$ cat src/rtl/fb_write_scheduler_if.sv
// Write-request and frame-buffer-port bundle; master = requester side, slave = scheduler side.
// No storage; ready is a combinational grant, the frame-buffer side is registered by the scheduler.
interface fb_write_scheduler_if #(
    parameter int NUM_REQ = 4,
    parameter int ADDR_W  = 19,
    parameter int DATA_W  = 8
);
    logic [NUM_REQ-1:0]        req_valid;
    logic [NUM_REQ*ADDR_W-1:0] req_addr;
    logic [NUM_REQ*DATA_W-1:0] req_data;
    logic [NUM_REQ-1:0]        req_ready;
    logic [ADDR_W-1:0]         fb_wraddress;
    logic [DATA_W-1:0]         fb_data;
    logic                      fb_wren;

    modport master (
        output req_valid, req_addr, req_data,
        input  req_ready, fb_wraddress, fb_data, fb_wren
    );

    modport slave (
        input  req_valid, req_addr, req_data,
        output req_ready, fb_wraddress, fb_data, fb_wren
    );
endinterface

$ cat src/rtl/fb_write_scheduler.sv
// Frame-buffer write-port scheduler: optional clear phase (FB_CLEAR_EN), then round-robin pixel writes.
// Latency: a granted write appears on fb_* one cycle later; clear writes one per cycle.
// Backpressure: req_ready is a one-hot combinational grant; requesters hold valid until granted.
module fb_write_scheduler #(
    parameter int NUM_REQ  = 4,
    parameter int FB_DEPTH = 307200,
    parameter int ADDR_W   = 19,
    parameter int DATA_W   = 8
) (
    input  logic                Clk,
    input  logic                Reset_n,
    input  logic                frame_start,
    input  logic                draw_end,
    input  logic [DATA_W-1:0]   clear_color,
    fb_write_scheduler_if.slave bus,
    output logic                busy,
    output logic                clearing,
    output logic                overrun,
    output logic                addr_err
);
    localparam int PTR_W = (NUM_REQ > 1) ? $clog2(NUM_REQ) : 1;
    localparam logic [ADDR_W:0] DEPTH = (ADDR_W+1)'(FB_DEPTH);

`ifdef FB_CLEAR_EN
    localparam logic [ADDR_W-1:0] LAST = ADDR_W'(FB_DEPTH - 1);
    typedef enum logic [1:0] {S_IDLE, S_CLEAR, S_ARB} state_t;
    logic [ADDR_W-1:0] cnt;
    logic [DATA_W-1:0] clr_q;
    logic              clearing_q;
`else
    typedef enum logic {S_IDLE, S_ARB} state_t;
`endif

    state_t            state;
    logic [PTR_W-1:0]  ptr;
    logic [PTR_W-1:0]  sel_idx;
    logic [PTR_W-1:0]  cand;
    logic              found;
    logic [NUM_REQ-1:0] grant;
    logic [ADDR_W-1:0] sel_addr;
    logic [DATA_W-1:0] sel_data;
    logic [ADDR_W-1:0] wr_addr_q;
    logic [DATA_W-1:0] wr_data_q;
    logic              wren_q;

    // Search starts at the pointer and wraps; frame_start/draw_end cycles never grant.
    always_comb begin
        grant   = '0;
        found   = 1'b0;
        sel_idx = '0;
        cand    = '0;
        if (state == S_ARB && !frame_start && !draw_end) begin
            for (int k = 0; k < NUM_REQ; k++) begin
                cand = PTR_W'((int'(ptr) + k) % NUM_REQ);
                if (!found && bus.req_valid[cand]) begin
                    found   = 1'b1;
                    sel_idx = cand;
                end
            end
            grant[sel_idx] = found;
        end
    end

    assign sel_addr = bus.req_addr[sel_idx*ADDR_W +: ADDR_W];
    assign sel_data = bus.req_data[sel_idx*DATA_W +: DATA_W];

    always_ff @(posedge Clk or negedge Reset_n) begin
        if (!Reset_n) begin
            state     <= S_IDLE;
            ptr       <= '0;
            wr_addr_q <= '0;
            wr_data_q <= '0;
            wren_q    <= 1'b0;
            busy      <= 1'b0;
            overrun   <= 1'b0;
            addr_err  <= 1'b0;
`ifdef FB_CLEAR_EN
            cnt        <= '0;
            clr_q      <= '0;
            clearing_q <= 1'b0;
`endif
        end else begin
            wren_q   <= 1'b0;
            overrun  <= 1'b0;
            addr_err <= 1'b0;
            if (frame_start) begin
                overrun <= (state != S_IDLE);
                busy    <= 1'b1;
`ifdef FB_CLEAR_EN
                // First clear write (address 0) goes out in the cycle CLEAR is entered.
                state      <= S_CLEAR;
                clearing_q <= 1'b1;
                cnt        <= '0;
                clr_q      <= clear_color;
                wren_q     <= 1'b1;
                wr_addr_q  <= '0;
                wr_data_q  <= clear_color;
`else
                state <= S_ARB;
`endif
            end else begin
                case (state)
`ifdef FB_CLEAR_EN
                    S_CLEAR: begin
                        if (cnt == LAST) begin
                            state      <= S_ARB;
                            clearing_q <= 1'b0;
                            cnt        <= '0;
                        end else begin
                            cnt       <= cnt + 1'b1;
                            wren_q    <= 1'b1;
                            wr_addr_q <= cnt + 1'b1;
                            wr_data_q <= clr_q;
                        end
                    end
`endif
                    S_ARB: begin
                        if (draw_end) begin
                            state <= S_IDLE;
                            busy  <= 1'b0;
                        end else if (found) begin
                            ptr <= (sel_idx == PTR_W'(NUM_REQ - 1)) ? '0 : sel_idx + 1'b1;
                            if ({1'b0, sel_addr} < DEPTH) begin
                                wren_q    <= 1'b1;
                                wr_addr_q <= sel_addr;
                                wr_data_q <= sel_data;
                            end else begin
                                addr_err <= 1'b1;
                            end
                        end
                    end
                    default: ;
                endcase
            end
        end
    end

`ifdef FB_CLEAR_EN
    assign clearing = clearing_q;
`else
    logic unused_clear_color;
    assign unused_clear_color = ^clear_color;
    assign clearing = 1'b0;
`endif

    assign bus.req_ready    = grant;
    assign bus.fb_wraddress = wr_addr_q;
    assign bus.fb_data      = wr_data_q;
    assign bus.fb_wren      = wren_q;
endmodule

$ cat src/flat_wrapper.sv
// flat-port wrapper written by rule: the top's interface ports become plain ports
module fb_write_scheduler_flat 
#(
    parameter int NUM_REQ  = 4,
    parameter int FB_DEPTH = 307200,
    parameter int ADDR_W   = 19,
    parameter int DATA_W   = 8
)
  (Clk, Reset_n, frame_start, draw_end, clear_color, busy, clearing, overrun, addr_err, bus_req_valid, bus_req_addr, bus_req_data, bus_req_ready, bus_fb_wraddress, bus_fb_data, bus_fb_wren);
  fb_write_scheduler_if #(.NUM_REQ(NUM_REQ), .ADDR_W(ADDR_W), .DATA_W(DATA_W)) bus_i ();
  input  logic Clk;
  input  logic Reset_n;
  input  logic frame_start;
  input  logic draw_end;
  input  logic [DATA_W-1:0] clear_color;
  output logic busy;
  output logic clearing;
  output logic overrun;
  output logic addr_err;
  input wire logic [$bits(bus_i.req_valid)-1:0] bus_req_valid;
  input wire logic [$bits(bus_i.req_addr)-1:0] bus_req_addr;
  input wire logic [$bits(bus_i.req_data)-1:0] bus_req_data;
  output wire logic [$bits(bus_i.req_ready)-1:0] bus_req_ready;
  output wire logic [$bits(bus_i.fb_wraddress)-1:0] bus_fb_wraddress;
  output wire logic [$bits(bus_i.fb_data)-1:0] bus_fb_data;
  output wire logic [$bits(bus_i.fb_wren)-1:0] bus_fb_wren;
  assign bus_i.req_valid = bus_req_valid;
  assign bus_i.req_addr = bus_req_addr;
  assign bus_i.req_data = bus_req_data;
  assign bus_req_ready = bus_i.req_ready;
  assign bus_fb_wraddress = bus_i.fb_wraddress;
  assign bus_fb_data = bus_i.fb_data;
  assign bus_fb_wren = bus_i.fb_wren;
  fb_write_scheduler #(.NUM_REQ(NUM_REQ), .FB_DEPTH(FB_DEPTH), .ADDR_W(ADDR_W), .DATA_W(DATA_W)) u_core (.Clk(Clk), .Reset_n(Reset_n), .frame_start(frame_start), .draw_end(draw_end), .clear_color(clear_color), .bus(bus_i), .busy(busy), .clearing(clearing), .overrun(overrun), .addr_err(addr_err));
endmodule
$ cat config.mk
export PLATFORM = sky130hd
export DESIGN_NAME = fb_write_scheduler_flat
export DESIGN_NICKNAME = d
export VERILOG_FILES = /design/src/rtl/fb_write_scheduler_if.sv /design/src/rtl/fb_write_scheduler.sv /design/src/flat_wrapper.sv
export SDC_FILE = /design/constraint.sdc
export NUM_CORES = 1
export LEC_CHECK = 0
export BUFFER_PORTS_ARGS = -buffer_cell sky130_fd_sc_hd__buf_2
export CAP_MARGIN = 10
export CORE_MARGIN = 1.5
export CORE_UTILIZATION = 39
export CTS_BUF_LIST = sky130_fd_sc_hd__clkbuf_8
export DETAILED_ROUTE_END_ITERATION = 8
export GPL_TIMING_DRIVEN = 1
export PLACE_DENSITY = 0.79
export SLEW_MARGIN = 20
export SYNTH_ARGS = -nofsm -noshare
export SYNTH_HDL_FRONTEND = slang
export SYNTH_SLANG_ARGS = --single-unit
export TNS_END_PERCENT = 5
$ cat constraint.sdc
create_clock -name Clk -period 2.7 [get_ports Clk]
set_input_delay 0.135 -clock Clk [delete_from_list [all_inputs] [get_ports Clk]]
set_output_delay 0.135 -clock Clk [all_outputs]
set_load 0.02 [all_outputs]
==> results.rst, run 1 <==
.. list-table::
   :header-rows: 1

   * - Metric
     - Value
   * - Run status
     - finished, violations left
   * - Failing checks
     - negative setup slack
   * - Number of DRC markers after the initial detailed-route iteration
     - 70
   * - TritonCTS clock tree
     - built
   * - Reg2Reg Depth
     - 10
   * - Combined area of all synthesized cells
     - about 2400 um^2
   * - Grt ovf
     - 0
   * - Buffer type at the clock tree root
     - clkbuf_8
   * - Antenna diodes
     - 0
   * - Origin of the critical flop-to-flop path
     - u_core.ptr[1]
   * - Highest achievable clock rate
     - 364 MHz
   * - Via density
     - a little over 5
   * - Worst Path Class, Setup
     - reg -> reg
   * - Worst path top cell family by delay
     - compound AO/OA/AOI/OAI gates
   * - Syn-to-layout area delta
     - 48.0%
   * - Slew HR
     - 48.7%
   * - VDD IR-drop max
     - between 0.3 and 0.4 mV
   * - Yosys cell types
     - 39
   * - CTS H-tree depth
     - 2
   * - Clock-pin transition on the worst setup and hold timing paths
     - 0.07 ns
   * - Starting density of the core
     - approximately two fifths
   * - Overall routing resource usage
     - a little over a fifth
   * - Antenna viol nets, final
     - 0
   * - Gp weighted congestion
     - 0.791
   * - CP Launch Type
     - register
   * - Category of the worst setup path capture point
     - register
   * - Max-slew violation count
     - 0
   * - Cell with the largest stage delay on the worst path
     - a221o_1
   * - Via count of the first global-routing pass
     - 2536
   * - Largest net degree at the start of global routing
     - 35
   * - Detailed placement HPWL
     - 5.20 mm
   * - Top fanout value on the critical path
     - 8
   * - Die height
     - a little over 80 um
   * - DIE AREA
     - about 6600 um^2
   * - Number of detailed-route iterations in the first pass
     - 4
   * - Num CTS Buffers
     - 5
   * - Total number of vias
     - 2625
   * - Number of warnings printed during yosys synthesis
     - 0
   * - Pwr Density
     - ~700 nW/um^2
   * - Count of endpoints failing hold in the final timing report
     - 0
   * - Total routed wirelength
     - 7.15 mm
   * - Count of filler cells inserted in the layout
     - roughly 530
   * - Worst Skew
     - 0.00174 ns
   * - Sequence of cells on the critical path
     - nand2_1, a221o_1, and2_4, a221o_1, a22oi_2, o21ai_4, a21oi_4, buf_12, buf_12, mux2_4
   * - Number of buffers added on ports
     - 150
   * - Avg WL per Cell
     - between 10 and 15 um
   * - Layout cell share with drive strength beyond 1
     - between 40 and 50%
   * - Worst path arrival time
     - around 2.9 ns
   * - Ratio of final minimum period to clock period
     - 102%
   * - Launch point of the critical path
     - u_core.ptr[1]
   * - Post-synthesis register bit count
     - 34
   * - Final Setup Violations
     - 21
   * - Total chip power
     - ~2.5 mW
   * - Min-delay worst type
     - in -> reg
   * - Number of synthesized flops with an enable pin
     - 0
   * - Actual transition at the worst max-transition pin
     - about 0.77 ns
   * - Leakage power total
     - approximately 1.8 nW
   * - Net Count, Synth
     - about 410
   * - Longest Clk Path Bufs
     - 2
   * - Die Span X
     - slightly above 80 um
   * - Setup repair after global routing missed its margin
     - yes
   * - Wire length of the first global-routing pass
     - 10.9 mm
   * - Hold_sp
     - frame_start
   * - Clock Sink Count
     - 34
   * - Fin Hold WS
     - between 0.1 and 0.15 ns
   * - Total placed cells including tap cells
     - 500
   * - Synth async-reset ratio
     - 100%
   * - Skew-Pair Late Insertion Delay
     - about 0.28 ns
   * - Delay of the slowest critical-path stage
     - 0.44 ns
   * - Maximum Capacitance Violations
     - 0
   * - Number of stages on the worst hold path
     - 2
   * - Number of placement rows
     - 28
   * - Leading register cell type out of synthesis
     - dfrtp_1
   * - # nets final
     - 560
   * - Num ports
     - 160
   * - Area of the multi-input gates
     - about 1500 um^2
   * - Instance count on the critical path
     - 10
   * - Cell Count, Final, Fillers Out
     - ~510
   * - DRC viols
     - 0
   * - Cells after Synth
     - between 200 and 300
   * - Average size of a mapped cell
     - between 8 and 9 um^2
   * - Critical path required time
     - approximately 2.9 ns
   * - Buffer and inverter count on the worst path
     - 2
   * - PnR worst setup slack
     - -0.0477 ns
   * - Crit path time final
     - 2.75 ns
   * - Share of synthesized area occupied by flip-flops and latches
     - a little over a third
   * - Flip-flop and latch area
     - approximately 850 um^2
   * - Core Region
     - 5920 um^2
   * - Initial antenna violation count
     - 0
-- metrics by stage --
stage / util, % / TNS [ns] / worst slack (ns) / cell area [um^2]
after floorplan: - / 0 / 0.0180 / 2380
after global placement: 55.2 / 0 / 0.113 / 3270
after detailed placement: 55.2 / -0.0765 / -0.0169 / 3270
after CTS: 57.3 / 0 / 0.0196 / 3390
after global routing: 59.6 / -2.09 / -0.108 / 3530
final: 59.6 / -0.700 / -0.0477 / 3530
-- worst register-to-register path: stages (launching register included) --
cell,delay [ns]
dfrtp_1,0.41
nand2_1,0.11
a221o_1,0.44
and2_4,0.19
a221o_1,0.33
a22oi_2,0.31
o21ai_4,0.11
a21oi_4,0.18
buf_12,0.13
buf_12,0.13
mux2_4,0.31
-- path summary, 6_finish.rpt --
path,slack [ns],to
worst max-delay path,-0.05,u_core.bus.fb_data[4]
worst min-delay path,0.12,u_core.busy
worst max register to register,-0.05,u_core.bus.fb_data[4]
worst min register to register,0.48,u_core.bus.fb_wraddress[6]
max in group asynchronous,1.75,u_core.bus.fb_wraddress[10]
min in group asynchronous,0.47,u_core.addr_err
-- layout make-up --
type / instances / share of cell area, %
multi-input cells: 219 / 42.6
inverters: 10 / 1.06
repair buffers: 166 / 26.5
clock buffers: 8 / 3.12
flip-flops and latches: 34 / 24.1
well taps: 75 / 2.66
-- layer usage --
metal  up-vias  wire length (um)  GRT usage [%]
met5         -                 0              0
met4         0                80           6.21
met3        10               426           5.62
met2       100              3730           38.6
met1      1240              2920           23.8
li1       1275                 -              -
-- cells in the mapped netlist (2+ instances only) --
| library cell | n | area, um^2 |
|---|---|---|
| nand2_1 | 93 | 349 |
| dfrtp_1 | 34 | 851 |
| and3_1 | 21 | 131 |
| a31oi_1 | 20 | 125 |
| mux2_1 | 14 | 158 |
| clkbuf_1 | 12 | 45.0 |
| mux2i_1 | 12 | 120 |
| inv_1 | 10 | 37.5 |
| mux2_2 | 10 | 113 |
| nor2_1 | 6 | 22.5 |
| a21oi_1 | 5 | 25.0 |
| buf_6 | 4 | 45.0 |
| nor3_1 | 4 | 20.0 |
| a221o_1 | 3 | 30.0 |
| and2_1 | 3 | 18.8 |
| a21o_1 | 2 | 15.0 |
| a32o_1 | 2 | 20.0 |
| buf_4 | 2 | 15.0 |
| nand2b_1 | 2 | 12.5 |
| nand4_1 | 2 | 12.5 |
| nor2b_1 | 2 | 12.5 |
| o21ai_1 | 2 | 10.0 |
-- repair_timing --
item                       in CTS  in global routing
pin swaps                       0                  8
hold endpoints to repair       34                  0
gates resized for setup         1                 35
setup endpoints to repair      14                 21
hold buffers                    1                  0
setup buffers                   0                  5
-- cell usage in the layout, fill, tap and decap left out, drive strengths merged, types with 6 or more instances in the layout --
master and instances:
nand2 93, nor2 6, and3 21, a21oi 6, inv 10, clkbuf 8
buf 165, mux2 24, a31oi 20, mux2i 12, dfrtp 34
-- state kept, by name (all words and copies together), names as in the netlist --
signal	count
u_core.bus.fb_wraddress	19
u_core.bus.fb_data	8
u_core.ptr	2
u_core.addr_err	1
u_core.bus.fb_wren	1
u_core.busy	1
u_core.overrun	1
u_core.state	1
-- logic make-up after synthesis --
group	after synthesis	share of synthesized area, %
AO/OA/AOI/OAI	44	14.8
XOR/XNOR	1	0.367
buffers and inverters	29	6.14
flip-flops	34	35.7
multiplexers	36	16.4
other	1	0.157
AND/OR/NAND/NOR	137	26.4
-- where the power goes --
part           leakage, nW  total (mW)  switching [mW]  internal, mW
clock               0.0575       0.434           0.177         0.257
sequential           0.404       0.825           0.114         0.711
combinational         1.38        1.23           0.668         0.564
total                 1.84        2.49           0.959          1.53
Note: power is estimated with default switching activity, not from simulation.
==> run 2, diff against run 1 <==
clock period = 2.3 ns   (was 2.7 ns; I/O delays follow)
==> results.rst, run 2 (synthesis results as in run 1) <==
.. list-table::
   :header-rows: 1

   * - Metric
     - Value
   * - Run status
     - finished, violations left
   * - Failing checks
     - negative setup slack
   * - Final Setup Violations
     - 29
   * - Via density
     - 5.07
   * - Combinational group share of total power
     - 49.4%
   * - Category of the worst setup path capture point
     - register
   * - Global-route track usage on met3
     - between 4 and 5%
   * - Area of the multi-input gates
     - ~1500 um^2
   * - Number of DRC markers after the initial detailed-route iteration
     - 76
   * - Layout cell share with drive strength beyond 1
     - 51.2%
   * - Flip-flop and latch area
     - 851 um^2
   * - Worst setup slack after placement
     - -0.302 ns
   * - Die height
     - 81.2 um
   * - Maximum Capacitance Violations
     - 0
   * - Num ports
     - 160
   * - Ratio of final minimum period to clock period
     - 115%
   * - Wire length of the first global-routing pass
     - 11.7 mm
   * - Hold_sp
     - frame_start
   * - Origin of the critical flop-to-flop path
     - u_core.state
   * - Leakage power total
     - just under 2 nW
   * - Count of filler cells inserted in the layout
     - roughly 510
   * - Buffer type at the clock tree root
     - clkbuf_8
   * - Clock Sink Count
     - 34
   * - Skew-Pair Late Insertion Delay
     - roughly 0.28 ns
   * - Launch point of the critical path
     - u_core.state
   * - Longest Clk Path Bufs
     - 2
   * - Grt ovf
     - 0
   * - Worst Path Class, Setup
     - reg -> reg
   * - Total routed wirelength
     - between 7 and 8 mm
   * - Worst Skew
     - between 0.01 and 0.015 ns
   * - Highest-utilization routing layer at the global route stage
     - met2
   * - DRC viols
     - 0
   * - Highest achievable clock rate
     - around 380 MHz
   * - Most frequent standard cell in the layout excluding fill and tap cells
     - buf_2
   * - Actual transition at the worst max-transition pin
     - slightly below 0.8 ns
   * - Count of endpoints failing hold in the final timing report
     - 0
   * - CP Launch Type
     - register
   * - Fin Hold WS
     - ~0.17 ns
   * - Summed negative setup slack over all endpoints
     - -8.09 ns
   * - Net Sw Frac
     - between 30% and 40%
   * - GR Layer Usage met2
     - a little over two fifths
   * - Number of detailed-route iterations in the first pass
     - 4
   * - Switch Pwr
     - around 1.2 mW
   * - Crit path time final
     - 2.65 ns
   * - # nets final
     - around 590
   * - Met1 Use GR
     - between 20% and 30%
   * - Detailed placement HPWL
     - around 5.5 mm
   * - Core Region
     - around 6000 um^2
   * - Initial antenna violation count
     - 0
   * - VDD IR-drop max
     - approximately 0.41 mV
   * - Power Internal
     - 1.84 mW
   * - Pwr Density
     - 811 nW/um^2
   * - Via count of the first global-routing pass
     - around 2700
   * - Share of power burned in the clock network
     - 18.0%
   * - TritonCTS clock tree
     - built
   * - Top fanout value on the critical path
     - 7
   * - Total number of vias
     - around 2700
   * - Commonest cells after routing, fill and taps aside
     - 150 x buf_2, 93 x nand2_1, 35 x buf_4, 34 x dfrtp_1
   * - Avg WL per Cell
     - about 14 um
   * - PnR worst setup slack
     - -0.351 ns
   * - Part of the power in registers
     - between 30% and 40%
   * - Largest net degree at the start of global routing
     - 35
   * - Syn-to-layout area delta
     - 54.6%
   * - Num CTS Buffers
     - 5
   * - Max-slew violation count
     - 0
   * - Max reg flops
     - 19
   * - Die Span X
     - between 80 and 90 um
   * - Starting density of the core
     - 40.3%
   * - Antenna diodes
     - 0
   * - DIE AREA
     - 6590 um^2
   * - Number of buffers added on ports
     - 150
   * - CTS H-tree depth
     - 2
   * - Critical path required time
     - 2.46 ns
   * - Min-delay worst type
     - in -> reg
   * - Worst path arrival time
     - around 2.8 ns
   * - Clock-pin transition on the worst setup and hold timing paths
     - roughly 0.080 ns
   * - Slew HR
     - between 40% and 50%
   * - Antenna viol nets, final
     - 0
   * - Overall routing resource usage
     - between 20% and 30%
   * - Number of placement rows
     - 28
   * - Gp weighted congestion
     - 0.912
   * - Setup repair after global routing missed its margin
     - yes
run 2: through the flow:
stage | area (um^2) | utilization (%) | std cells | power (mW)
finish | 3690 | 62.3 | 538 | 2.99
global route | 3690 | 62.3 | 538 | 3.18
CTS | 3650 | 61.7 | 534 | 2.98
detailed placement | 3380 | 57.1 | 516 | 2.31
global placement | 3380 | 57.1 | 516 | 2.27
floorplan | 2390 | - | 282 | 1.76
run 2: worst max-delay path, cell delays in order, from the launching register on:
cell,delay [ns]
dfrtp_1,0.35
nor3b_4,0.25
o41ai_4,0.14
nor4_4,0.41
buf_4,0.21
o211ai_2,0.09
a22oi_2,0.25
o21ai_4,0.09
a21oi_4,0.17
buf_12,0.15
buf_8,0.13
mux2_4,0.30
run 2: worst paths after layout:
kind | end | slack [ns] | depth (start not counted)
worst max register to register | u_core.bus.fb_wraddress[11] | -0.35 | 11
worst max-delay path | u_core.bus.fb_wraddress[11] | -0.35 | 11
min in group asynchronous | u_core.addr_err | 0.45 | 2
worst min register to register | u_core.busy | 0.48 | 1
max in group asynchronous | u_core.bus.fb_wraddress[0] | 1.33 | 2
worst min-delay path | u_core.busy | 0.17 | 3
run 2: repair_timing:
action                                  CTS  global route
cloned                                    1             0
hold endpoints to repair                 34             0
buffers inserted                          8             5
hold buffers                              1             0
gates resized for setup                  26             4
pin swaps                                 6             3
endpoints found under the setup margin   27            31
run 2: area by class of cell:
cell class                 count  area share [%]
sequential                    34            23.1
multi-input combinational    219            40.2
tap                           75            2.54
timing repair buffer         192            30.2
inverter                      10            1.02
clock inverter                 3            1.09
clock buffer                   5            1.87
run 2: power groups by stage:
stage,Clock (mW),Sequential [mW],Combinational [mW]
global placement,0,0.968,1.31
detailed placement,0,0.976,1.34
CTS,0.548,0.974,1.45
finish,0.538,0.974,1.48
floorplan,0,1.24,0.519
global route,0.583,1.01,1.59
run 2: metal layers:
layer  wire (um)  part of all wire (%)  vias up
met3         461                   6.2        4
met5           0                     0        -
met2        3800                    52      101
li1            -                     -     1330
met4          33                  0.45        0
met1        3080                    42     1295
